### src/rtl/upto5_monitor.sv
// rtl/upto5_monitor.sv - sequence monitor for a 0..5 up/down counter
// Optional cout consistency check: UPTO5_MONITOR_COUT_CHK_EN
module upto5_monitor (
   input  logic       clk,
   input  logic       R,
   input  logic       M,
   input  logic [2:0] Q,
   input  logic       cout,
   output logic       locked,
   output logic       err,
   output logic [7:0] err_cnt,
   output logic [7:0] wrap_cnt,
   output logic [2:0] exp_q
);

   typedef enum logic [1:0] {IDLE, ACQ, LOCKED, FAULT} state_t;

   state_t     r_state;
   logic       r_vld;
   logic       r_m;
   logic [2:0] r_q;
   logic [2:0] r_prev;
   logic       r_prev_m;
   logic [1:0] r_match;
   logic [2:0] r_miss;
   logic       r_err;
   logic [7:0] r_err_cnt;
   logic [7:0] r_wrap_cnt;

   logic [2:0] w_next;
   logic       w_legal;
   logic       w_hit;
   logic       w_wrap;
   logic       w_cout_bad;
   logic       w_err;

   // Out-of-range prev (after an illegal sample) still yields a legal prediction.
   function automatic logic [2:0] f_step(input logic [2:0] p, input logic up);
      logic [2:0] n;
      if (up)
         n = (p >= 3'd5) ? 3'd0 : p + 3'd1;
      else
         n = (p == 3'd0 || p > 3'd5) ? 3'd5 : p - 3'd1;
      return n;
   endfunction

   assign w_next  = f_step(r_prev, r_prev_m);
   assign w_legal = (r_q <= 3'd5);
   assign w_hit   = (r_q == w_next);
   assign w_wrap  = w_hit && ((r_prev == 3'd5 && r_prev_m) || (r_prev == 3'd0 && !r_prev_m));

`ifdef UPTO5_MONITOR_COUT_CHK_EN
   logic r_cout;
   assign w_cout_bad = (r_state == LOCKED) && (r_cout != (r_q == 3'd5));
`else
   logic w_unused_cout;
   assign w_unused_cout = cout;
   assign w_cout_bad    = 1'b0;
`endif

   assign w_err = r_vld && (r_state != IDLE) &&
                  (!w_legal || (r_state == LOCKED && !w_hit) || w_cout_bad);

   always_ff @(posedge clk or posedge R) begin
      if (R) begin
         r_state    <= IDLE;
         r_vld      <= 1'b0;
         r_m        <= 1'b0;
         r_q        <= 3'd0;
         r_prev     <= 3'd0;
         r_prev_m   <= 1'b0;
         r_match    <= 2'd0;
         r_miss     <= 3'd0;
         r_err      <= 1'b0;
         r_err_cnt  <= 8'd0;
         r_wrap_cnt <= 8'd0;
`ifdef UPTO5_MONITOR_COUT_CHK_EN
         r_cout     <= 1'b0;
`endif
      end else begin
         r_vld <= 1'b1;
         r_q   <= Q;
         r_m   <= M;
`ifdef UPTO5_MONITOR_COUT_CHK_EN
         r_cout <= cout;
`endif
         r_err <= w_err;
         if (w_err && r_err_cnt != 8'hFF)
            r_err_cnt <= r_err_cnt + 8'd1;

         // The first edge after reset only fills the sample stage.
         if (r_vld) begin
            r_prev   <= r_q;
            r_prev_m <= r_m;
            case (r_state)
               IDLE: begin
                  if (w_legal) begin
                     r_match <= 2'd0;
                     r_state <= ACQ;
                  end
               end
               ACQ: begin
                  if (!w_legal) begin
                     r_match <= 2'd0;
                     r_state <= FAULT;
                  end else if (w_hit) begin
                     if (r_match == 2'd1) begin
                        r_match <= 2'd0;
                        r_miss  <= 3'd0;
                        r_state <= LOCKED;
                     end else begin
                        r_match <= r_match + 2'd1;
                     end
                  end else begin
                     r_match <= 2'd0;
                  end
               end
               LOCKED: begin
                  if (!w_legal) begin
                     r_match <= 2'd0;
                     r_state <= FAULT;
                  end else if (w_hit) begin
                     r_miss <= 3'd0;
                     if (w_wrap)
                        r_wrap_cnt <= r_wrap_cnt + 8'd1;
                  end else if (r_miss == 3'd3) begin
                     r_match <= 2'd0;
                     r_state <= FAULT;
                  end else begin
                     r_miss <= r_miss + 3'd1;
                  end
               end
               FAULT: begin
                  if (w_hit) begin
                     if (r_match == 2'd2) begin
                        r_match <= 2'd0;
                        r_state <= ACQ;
                     end else begin
                        r_match <= r_match + 2'd1;
                     end
                  end else begin
                     r_match <= 2'd0;
                  end
               end
            endcase
         end
      end
   end

   assign locked   = (r_state == LOCKED);
   assign err      = r_err;
   assign err_cnt  = r_err_cnt;
   assign wrap_cnt = r_wrap_cnt;
   assign exp_q    = (r_state == LOCKED) ? w_next : 3'd0;

endmodule

### config.mk
export PLATFORM = sky130hd
export DESIGN_NAME = upto5_monitor
export DESIGN_NICKNAME = d
export VERILOG_FILES = /design/src/rtl/upto5_monitor.sv
export SDC_FILE = /design/constraint.sdc
export NUM_CORES = 1
export LEC_CHECK = 0
export ABC_AREA = 1
export BUFFER_PORTS_ARGS = -buffer_cell sky130_fd_sc_hd__buf_2
export CAP_MARGIN = 20
export CELL_PAD_IN_SITES_DETAIL_PLACEMENT = 0
export CELL_PAD_IN_SITES_GLOBAL_PLACEMENT = 1
export CORE_ASPECT_RATIO = 1.25
export CORE_MARGIN = 4
export CORE_UTILIZATION = 43
export DETAILED_ROUTE_END_ITERATION = 12
export GPL_TIMING_DRIVEN = 0
export PLACE_DENSITY_LB_ADDON = 0.1
export SLEW_MARGIN = 20
export SYNTH_ARGS = -nofsm -noshare
export SYNTH_HDL_FRONTEND = slang
export SYNTH_SLANG_ARGS = --single-unit
### constraint.sdc
create_clock -name clk -period 2.79 [get_ports clk]
set_clock_uncertainty 0.05 [all_clocks]
set_input_delay 0.558 -clock clk [delete_from_list [all_inputs] [get_ports clk]]
set_output_delay 0.558 -clock clk [all_outputs]
set_load 0.005 [all_outputs]
==> results of run 1 <==
final cells by class:
cell class | instances | area (sq um) | area share
multi-input cells | 192 | 1140 | 0.465
flip-flops and latches | 33 | 826 | 0.337
plain buffers | 3 | 26.3 | 0.0107
inverters | 36 | 135 | 0.0551
well taps | 60 | 75.1 | 0.0306
clock buffers | 6 | 82.6 | 0.0337
clock inverters | 2 | 37.5 | 0.0153
repair buffers | 26 | 130 | 0.0530
power by group through the flow:
| stage | logic [uW] | clock network, uW | registers, uW |
|---|---|---|---|
| finish | 539 | 474 | 624 |
| global route | 631 | 518 | 640 |
| CTS | 554 | 494 | 625 |
| detailed placement | 551 | 0 | 634 |
| global placement | 545 | 0 | 633 |
| floorplan | 411 | 0 | 620 |
per-stage QoR:
| stage | hold slack [ns] | power (uW) | instances | area [sq um] | utilization |
|---|---|---|---|---|---|
| 2_1_floorplan | 0.376 | 1030 | 264 | 2130 | - |
| 4_1_cts | 0.305 | 1670 | 358 | 2450 | 0.515 |
| 5_1_grt | 0.303 | 1790 | 358 | 2450 | 0.515 |
| 3_3_place_gp | 0.395 | 1180 | 350 | 2330 | 0.490 |
| 3_5_place_dp | 0.420 | 1180 | 350 | 2330 | 0.490 |
| 6_report | 0.319 | 1640 | 358 | 2450 | 0.515 |
cells by family (layout without fill, tap and decap cells):
logic type,after synthesis,in the layout,share of synthesized area
xor+xnor,13,13,0.0535
buf+inv,39,73,0.0758
other cells,1,1,0.00176
flops,33,33,0.388
fa+ha+maj,12,12,0.0705
simple gates,142,142,0.330
compound gates,24,24,0.0805
cells in the mapped netlist:
cell	count
nand3_1	18
nor2_2	1
clkbuf_1	1
a21oi_1	2
nand2_2	18
nor3_1	2
nor2_4	1
o21ai_2	10
or2_2	1
inv_2	2
xnor2_1	7
nand4_1	10
a21boi_2	1
o21ai_0	7
xor2_1	6
dfrtp_1	33
a211oi_1	2
nand3_4	2
o21ai_1	1
ha_1	12
buf_6	2
nor2_1	18
inv_1	34
conb_1	1
o211ai_1	1
nand2_4	2
nand3_2	3
nand2_1	66
worst paths after layout:
kind	to	slack [ns]	cells past startpoint
worst max-delay path	exp_q[1]	0.43	7
worst min-delay path	r_q[1]$_DFF_PP0_	0.32	2
worst max register to register	wrap_cnt[2]$_DFFE_PP0P_	0.51	12
worst min register to register	r_miss[2]$_DFFE_PP0P_	0.44	2
max in group asynchronous	r_miss[0]$_DFFE_PP0P_	1.94	2
min in group clk	r_q[1]$_DFF_PP0_	0.32	1
sequential cells by signal, indices dropped and copies added (netlist names), 2 cells and up:
register / flops
r_q: 3
wrap_cnt: 8
r_prev: 3
r_match: 2
err_cnt: 8
r_state: 2
r_miss: 3
worst max-delay path: stages (launching register included):
cell and delay (ns):
dfrtp_1 0.43, inv_2 0.10, ha_1 0.31, or2_2 0.27, nand2_1 0.09, nand2_1 0.07
nor2_1 0.08, buf_2 0.11
cells in the final DEF (no fill, tap or decap), drive strengths merged:
cell / instances
ha: 12
nand3: 23
o21ai: 18
clkinvlp: 1
o211ai: 1
a211oi: 2
buf: 28
or2: 1
nor3: 2
xor2: 6
bufinv: 1
xnor2: 7
nor2: 20
dfrtp: 33
inv: 36
a21oi: 2
nand4: 10
clkbuf: 7
a21boi: 1
conb: 1
nand2: 86
per-layer routing:
layer  wire length (um)  GRT usage
met5                  0          0
met3                151     0.0406
met2               2020      0.251
met4                 56     0.0564
met1               1870      0.188
==> flow_metrics.env, run 1 <==
export IMPL_hpwl_um=3190
export IMPL_p_leak_uw=0.00127
export IMPL_p_switching_uw=589
export IMPL_num_nets_final=316
export IMPL_io_buffer_count=26
export IMPL_num_antenna_cells=0
export IMPL_synthDominantAreaCellType="dfrtp_1"
export IMPL_dr_total_vias=1687
export IMPL_detail_route_wirelength_um=4100
export IMPL_design_die_area_sq_um=6150
export IMPL_synth_yosys_seq_area_share=0.388
export IMPL_p_int_uw=1050
export IMPL_mean_routed_wirelength_per_cell_um=11.4
export IMPL_drive_gt1_frac=0.262
export IMPL_die_height_um=86.7
export IMPL_tns_ns=0
export IMPL_post_cts_setup_buffer_count=0
export IMPL_design_portCount=28
export IMPL_cts_root_buffer_cell="clkbuf_8"
export IMPL_report_final_setup_viol=0
export IMPL_setup_crit_end_kind="output port"
export IMPL_timing_setup_critical_path_class="register to output port"
export IMPL_post_synth_net_total=283
export IMPL_synth_cell_types=28
export IMPL_pin_count_of_the_biggest_net_entering_global_routing=34
export IMPL_areaGrowthSynthToFinish_pct=15.3
export IMPL_p_comb_frac=0.329
export IMPL_fmax_mhz=423
export IMPL_floorplan_initialDensity=0.447
export IMPL_cellPowerDensity_nw_per_um2=667
export IMPL_crit_arrival_ns=1.75
export IMPL_timing_final_max_slew_violations=0
export IMPL_global_route_usage_total=0.151
export IMPL_vias_per_cell=4.71
export IMPL_ys_warn_count=0
export IMPL_maxCapViolations=0
export IMPL_first_global_vias=1613
export IMPL_post_route_worst_setup_slack_ns=0.428
export IMPL_detail_route_first_pass_iterations=4
export IMPL_numCtsBuffers=5
export IMPL_dp_slack_ns=0.486
export IMPL_power_ir_vdd_worst_mv=0.315
export IMPL_postSynthAreaPerCell_sq_um=8.06
export IMPL_netlist_area_sq_um=2130
export IMPL_die_w_um=70.9
export IMPL_synth_top_cells_by_area="dfrtp_1 39%, nand2_1 12%, ha_1 7.1%, inv_1 6.0%, nand2_2 5.3%"
export IMPL_timing_critical_path_required_ns=2.18
export IMPL_clk_pin_slew_ns=0.07
export IMPL_startpoint_type="register"
export IMPL_relSlewSlack=0.548
export IMPL_core_sq_um=4760
export IMPL_clock_tree_from_tritoncts="done"
export IMPL_cts_sinks=33
export IMPL_grt_pass1_wl_um=7390
export IMPL_clockPowerShare=0.290
export IMPL_ant_nets=0
export IMPL_final_fill_count=503
export IMPL_run_status="completed"
export IMPL_grt_antenna_before_repair=0
export IMPL_power_switching_fraction=0.360
export IMPL_sequentialPowerShare=0.381
export IMPL_min_delay_path_class="input port to asynchronous set/reset pin"
export IMPL_critical_path_reg2reg_startpoint="r_prev[0]$_DFFE_PP0P_"
export IMPL_max_clock_path_buffers=2
export IMPL_final_count_of_hold_timing_violations=0
export IMPL_cp_startpoint="r_prev[0]$_DFFE_PP0P_"
export IMPL_period_share=0.847
export IMPL_rows=28
export IMPL_fin_crit_ns=2.36
export IMPL_gp_routability_congestion=0.736
export IMPL_iteration_0_drc_markers=44
export IMPL_cp_max_fo=6
export IMPL_rsz0062_at_grt="false"
export IMPL_h_tree_depth=2
export IMPL_grt_overflow_total=0
export IMPL_clkLatencyLatePin_ns=0.29
export IMPL_worst_margin_slew_ns=0.677
export IMPL_syn_inst=264
export IMPL_synth_top_cell_area_share=0.388
export IMPL_synth_seq_cells=33
export IMPL_postCtsHoldBufs=0
export IMPL_drt_drc_violations_left=0
export IMPL_post_cts_resized_instances=0
(Power assumes the default switching activity.)
==> inputs of run 2 (changes only) <==
--- a/config.mk
+++ b/config.mk
@@ -12,7 +12,7 @@
 export CELL_PAD_IN_SITES_GLOBAL_PLACEMENT = 1
 export CORE_ASPECT_RATIO = 1.25
 export CORE_MARGIN = 4
-export CORE_UTILIZATION = 43
+export CORE_UTILIZATION = 39
 export DETAILED_ROUTE_END_ITERATION = 12
 export GPL_TIMING_DRIVEN = 0
 export PLACE_DENSITY_LB_ADDON = 0.1
==> constraint.sdc (replaced) <==
create_clock -name clk -period 2.1 [get_ports clk]
set_clock_uncertainty 0.05 [all_clocks]
set_input_delay 0.42 -clock clk [delete_from_list [all_inputs] [get_ports clk]]
set_output_delay 0.42 -clock clk [all_outputs]
set_load 0.005 [all_outputs]
==> run 2 against run 1 <==
Compared with the run above: the flow now finishes with violations (setup timing); sequential power increased by 34%; flip-flop and latch count unchanged; global-route usage increased by 0.25 points; non-clock buffer count increased by 16; first-iteration DRC count decreased by 14%; clock power increased by 50%; core utilization increased by 4.1 points; worst hold slack got worse by 0.13 ns; register-to-register slack got worse by 0.54 ns; sequential share of layout area decreased by 4.9 points; critical path type is now register to register.
==> flow_metrics.env, run 2 (synthesis gave the netlist of run 1 again) <==
export IMPL_detail_route_wirelength_um=4700
export IMPL_max_clock_path_buffers=2
export IMPL_grt_overflow_total=0
export IMPL_period_share=1.02
export IMPL_maxCapViolations=0
export IMPL_global_route_usage_total=0.154
export IMPL_num_nets_final=332
export IMPL_critPathCapture="wrap_cnt[0]$_DFFE_PP0P_"
export IMPL_clkLatencyLatePin_ns=0.29
export IMPL_hpwl_um=3280
export IMPL_sequentialPowerShare=0.340
export IMPL_layout_cells_most_common="nand2_1"
export IMPL_failed_checks="setup timing"
export IMPL_dpl_cell_area_sq_um=2340
export IMPL_cts_root_buffer_cell="clkbuf_8"
export IMPL_tns_ns=-0.112
export IMPL_final_core_util=0.556
export IMPL_clk_pin_slew_ns=0.07
export IMPL_die_w_um=74.1
export IMPL_run_status="finished, violations left"
export IMPL_setup_crit_end_kind="register"
export IMPL_crit_arrival_ns=2.25
export IMPL_grt_pass1_wl_um=8340
export IMPL_ant_nets=0
export IMPL_crit_reg2reg_capture="wrap_cnt[0]$_DFFE_PP0P_"
export IMPL_startpoint_type="register"
export IMPL_clock_tree_from_tritoncts="done"
export IMPL_dr_total_vias=1818
export IMPL_numCtsBuffers=5
export IMPL_timing_setup_critical_path_class="register to register"
export IMPL_floorplan_initialDensity=0.410
export IMPL_timing_final_max_slew_violations=0
export IMPL_cellPowerDensity_nw_per_um2=855
export IMPL_drt_drc_violations_left=0
export IMPL_cp_startpoint="r_prev[0]$_DFFE_PP0P_"
export IMPL_fin_crit_ns=2.13
export IMPL_power_switching_fraction=0.356
export IMPL_worst_margin_slew_ns=0.692
export IMPL_post_route_worst_setup_slack_ns=-0.0337
export IMPL_r2r_slack_ns=-0.03
export IMPL_cts_sinks=33
export IMPL_areaGrowthSynthToFinish_pct=35.5
export IMPL_vias_per_cell=4.84
export IMPL_pin_count_of_the_biggest_net_entering_global_routing=34
export IMPL_gp_routability_congestion=0.769
export IMPL_rsz0062_at_grt="true"
export IMPL_p_int_uw=1590
export IMPL_num_antenna_cells=0
export IMPL_fmax_mhz=469
export IMPL_drive_gt1_frac=0.401
export IMPL_cp_max_fo=5
export IMPL_io_buffer_count=26
export IMPL_report_final_setup_viol=10
export IMPL_hold_ws_ns=0.184
export IMPL_grt_antenna_before_repair=0
export IMPL_timing_critical_path_required_ns=2.22
export IMPL_p_comb_frac=0.372
export IMPL_clockPowerShare=0.288
export IMPL_design_area_sq_um=2880
export IMPL_final_cell_mix="55 x nand2_1, 31 x dfrtp_1, 29 x inv_1"
export IMPL_h_tree_depth=2
export IMPL_detail_route_first_pass_iterations=4
export IMPL_placed_cells_incl_taps=352
export IMPL_power_ir_vdd_worst_mv=0.523
export IMPL_first_global_vias=1859
export IMPL_design_portCount=28
export IMPL_design_die_area_sq_um=6710
export IMPL_critical_path_reg2reg_startpoint="r_prev[0]$_DFFE_PP0P_"
export IMPL_min_delay_path_class="input port to register"
export IMPL_iteration_0_drc_markers=38
export IMPL_reg2reg_depth=14
export IMPL_core_sq_um=5190
export IMPL_rows=29
export IMPL_relSlewSlack=0.538
export IMPL_finalNonFillerCells=376
export IMPL_final_count_of_hold_timing_violations=0
export IMPL_mean_routed_wirelength_per_cell_um=12.5
export IMPL_die_height_um=90.6
export IMPL_p_switching_uw=879
export IMPL_p_leak_uw=0.00141
run 2: cell count changes in the layout (fill, tap and decap cells not counted), moves of 3 or more:
cell / delta
ha_1: -5
inv_2: +3
nand2_4: +11
nand2_1: -11
nand3_1: -5
nand3_2: +3
inv_1: -4
buf_4: +11
ha_4: +3
run 2: power groups by stage:
stage               combinational (uW)  sequential, uW  clock (uW)
global placement                   728             840           0
detailed placement                 736             840           0
global route                      1040             854         770
CTS                                800             832         739
floorplan                          546             823           0
finish                             917             838         711
run 2: critical path, cell delays in order (launching register included):
cell and delay (ns):
dfrtp_2 0.47, buf_6 0.15, ha_4 0.15, inv_2 0.03
nand2_1 0.04, nand2_1 0.08, nand3_2 0.07, nand2_2 0.09
nand3_2 0.08, nand2_4 0.09, nand3_4 0.12, nor2_4 0.13
nand3_4 0.16, buf_6 0.17, xor2_1 0.13
run 2: how the worst min path moves through the flow:
stage / from / to / slack (ns) / cells past startpoint
floorplan: r_m$_DFF_PP0_ / r_prev_m$_DFFE_PP0P_ / 0.38 / 2
global placement: r_m$_DFF_PP0_ / r_prev_m$_DFFE_PP0P_ / 0.40 / 2
detailed placement: r_miss[2]$_DFFE_PP0P_ / r_miss[2]$_DFFE_PP0P_ / 0.43 / 2
CTS: Q[1] / r_q[1]$_DFF_PP0_ / 0.18 / 1
global route: Q[1] / r_q[1]$_DFF_PP0_ / 0.17 / 1
finish: Q[2] / r_q[2]$_DFF_PP0_ / 0.18 / 1
run 2: routing by layer:
metal	GRT usage	vias to the layer above	share of wire
li1	-	932	-
met1	0.181	851	0.42
met4	0.0589	0	0.019
met3	0.0334	10	0.036
met2	0.264	25	0.53
met5	0	-	0
run 2: cell type report:
class / count / area [sq um]
Inverter: 36 / 138
Clock inverter: 3 / 65.1
Tap cell: 62 / 77.6
Buffer: 3 / 38.8
Multi-Input combinational cell: 192 / 1360
Clock buffer: 5 / 68.8
Sequential cell: 33 / 828
Fill cell: 495 / 2300
Timing Repair Buffer: 42 / 308
run 2: through the flow:
stage,worst slack (ns),power (uW)
after floorplan,0.0242,1370
after global placement,-0.179,1570
after detailed placement,-0.191,1580
after CTS,-0.0465,2370
after global routing,-0.170,2660
final,-0.0337,2470
run 2: timing repair:
action	4_1_cts	5_1_grt
buffers inserted	12	2
setup endpoints to repair	25	26
resized for setup	32	29
gates cloned	1	1
hold buffers	0	0
pin swaps	11	14
==> inputs of run 3 (changes only) <==
--- a/config.mk
+++ b/config.mk
@@ -16,6 +16,7 @@
 export DETAILED_ROUTE_END_ITERATION = 12
 export GPL_TIMING_DRIVEN = 0
 export PLACE_DENSITY_LB_ADDON = 0.1
+export RECOVER_POWER = 100
 export SLEW_MARGIN = 20
 export SYNTH_ARGS = -nofsm -noshare
 export SYNTH_HDL_FRONTEND = slang
==> run 3 against run 2 <==
Compared with the run above: largest cell class unchanged; via count is essentially flat; flip-flop and latch count unchanged; the run still ends with setup timing left; wire length fell by 0.13%; sequential power hardly changed; critical endpoint unchanged; worst setup slack is essentially flat; core utilization down 0.39 points; combinational power is 2% lower.
==> flow_metrics.env, run 3 (synthesis gave the netlist of run 1 again) <==
export IMPL_run_status="finished, violations left"
export IMPL_failed_checks="setup timing"
export IMPL_rsz0062_at_grt="true"
export IMPL_power_ir_vdd_worst_mv=0.523
export IMPL_final_count_of_hold_timing_violations=0
export IMPL_grt_pass1_wl_um=8340
export IMPL_p_leak_uw=0.00139
export IMPL_global_route_usage_total=0.154
export IMPL_floorplan_initialDensity=0.410
export IMPL_clkLatencyLatePin_ns=0.28
export IMPL_final_cell_mix="56 x nand2_1, 31 x dfrtp_1, 30 x inv_1"
export IMPL_maxCapViolations=0
export IMPL_relSlewSlack=0.172
export IMPL_hold_ws_ns=0.185
export IMPL_grt_use_met2=0.264
export IMPL_final_fill_count=502
export IMPL_cts_sinks=33
export IMPL_max_clock_path_buffers=2
export IMPL_num_nets_final=332
export IMPL_cellPowerDensity_nw_per_um2=855
export IMPL_io_buffer_count=26
export IMPL_core_sq_um=5190
export IMPL_global_route_usage_met1=0.181
export IMPL_startpoint_type="register"
export IMPL_cp_max_fo=5
export IMPL_power_uw=2450
export IMPL_cts_root_buffer_cell="clkbuf_8"
export IMPL_grt_overflow_total=0
export IMPL_ant_nets=0
export IMPL_gp_routability_congestion=0.769
export IMPL_timing_setup_critical_path_class="register to register"
export IMPL_first_global_vias=1859
export IMPL_timing_final_max_slew_violations=0
export IMPL_worst_margin_slew_ns=1.24
export IMPL_post_route_worst_setup_slack_ns=-0.0338
export IMPL_num_antenna_cells=0
export IMPL_placed_cells_incl_taps=352
export IMPL_design_die_area_sq_um=6710
export IMPL_iteration_0_drc_markers=44
export IMPL_use_met3=0.0334
export IMPL_crit_arrival_ns=2.25
export IMPL_mean_routed_wirelength_per_cell_um=12.5
export IMPL_numCtsBuffers=5
export IMPL_final_core_util=0.552
export IMPL_fmax_mhz=469
export IMPL_detail_route_first_pass_iterations=4
export IMPL_areaGrowthSynthToFinish_pct=34.6
export IMPL_drive_gt1_frac=0.373
export IMPL_clock_tree_from_tritoncts="done"
export IMPL_rows=29
export IMPL_postCtsHoldBufs=0
export IMPL_timing_critical_path_required_ns=2.22
export IMPL_report_final_setup_viol=8
export IMPL_die_w_um=74.1
export IMPL_vias_per_cell=4.83
export IMPL_finalNonFillerCells=376
export IMPL_hpwl_um=3280
export IMPL_design_portCount=28
export IMPL_layout_cells_most_common="nand2_1"
export IMPL_setup_crit_end_kind="register"
export IMPL_pin_count_of_the_biggest_net_entering_global_routing=34
export IMPL_dpl_cell_area_sq_um=2340
export IMPL_drt_drc_violations_left=0
export IMPL_period_share=1.02
export IMPL_globalRoute_busiestLayer="met2"
export IMPL_fin_crit_ns=2.13
export IMPL_h_tree_depth=2
export IMPL_min_delay_path_class="input port to register"
export IMPL_clk_pin_slew_ns=0.07
export IMPL_design_area_sq_um=2860
export IMPL_dr_total_vias=1817
export IMPL_detail_route_wirelength_um=4690
export IMPL_die_height_um=90.6
export IMPL_grt_antenna_before_repair=0
[run 3: final cells by class]
| type | count | area, sq um | share of cell area |
|---|---|---|---|
| inverter | 36 | 138 | 0.0481 |
| buffer | 3 | 38.8 | 0.0135 |
| tap | 62 | 77.6 | 0.0271 |
| clock buffer | 5 | 68.8 | 0.0240 |
| clock inverter | 3 | 65.1 | 0.0227 |
| timing repair buffer | 42 | 300 | 0.105 |
| multi-input combinational | 192 | 1350 | 0.471 |
| sequential | 33 | 828 | 0.289 |
[run 3: what timing repair did]
action                     in CTS  in global routing
setup buffers                  12                  2
pin swaps                      11                 14
cloned                          1                  1
resized for setup              32                 29
setup endpoints to repair      25                 26
[run 3: through the flow]
stage | TNS [ns] | setup WS [ns]
final | -0.114 | -0.0338
after global placement | -2.77 | -0.179
after global routing | -2.84 | -0.170
after detailed placement | -2.80 | -0.191
after CTS | -0.188 | -0.0465
after floorplan | 0 | 0.0242
[run 3: worst paths after layout]
check,startpoint,end,slack (ns),depth (start not counted)
worst max-delay path,r_prev[0]$_DFFE_PP0P_,wrap_cnt[0]$_DFFE_PP0P_,-0.03,14
min in group asynchronous,R,err_cnt[1]$_DFFE_PP0P_,0.42,2
worst min register to register,r_m$_DFF_PP0_,r_prev_m$_DFFE_PP0P_,0.44,2
worst min-delay path,Q[2],r_q[2]$_DFF_PP0_,0.18,1
worst max register to register,r_prev[0]$_DFFE_PP0P_,wrap_cnt[0]$_DFFE_PP0P_,-0.03,14
max in group asynchronous,R,r_prev[2]$_DFFE_PP0P_,0.76,2
[run 3: where the power goes]
group / switching, uW / internal (uW)
registers: 114 / 725
logic: 521 / 379
clock network: 239 / 471
total: 874 / 1580
[run 3: critical path: stages, from the launching register on]
cell and delay (ns):
dfrtp_2 0.47, buf_6 0.15, ha_4 0.15, inv_2 0.03
nand2_1 0.04, nand2_1 0.08, nand3_2 0.07, nand2_2 0.09
nand3_2 0.08, nand2_4 0.09, nand3_4 0.12, nor2_4 0.13
nand3_4 0.16, buf_6 0.17, xor2_1 0.13
[run 3: routing by layer]
layer | wire length (um) | up-vias
li1 | - | 933
met1 | 1980 | 849
met2 | 2470 | 25
met3 | 152 | 10
met4 | 85 | 0
met5 | 0 | -
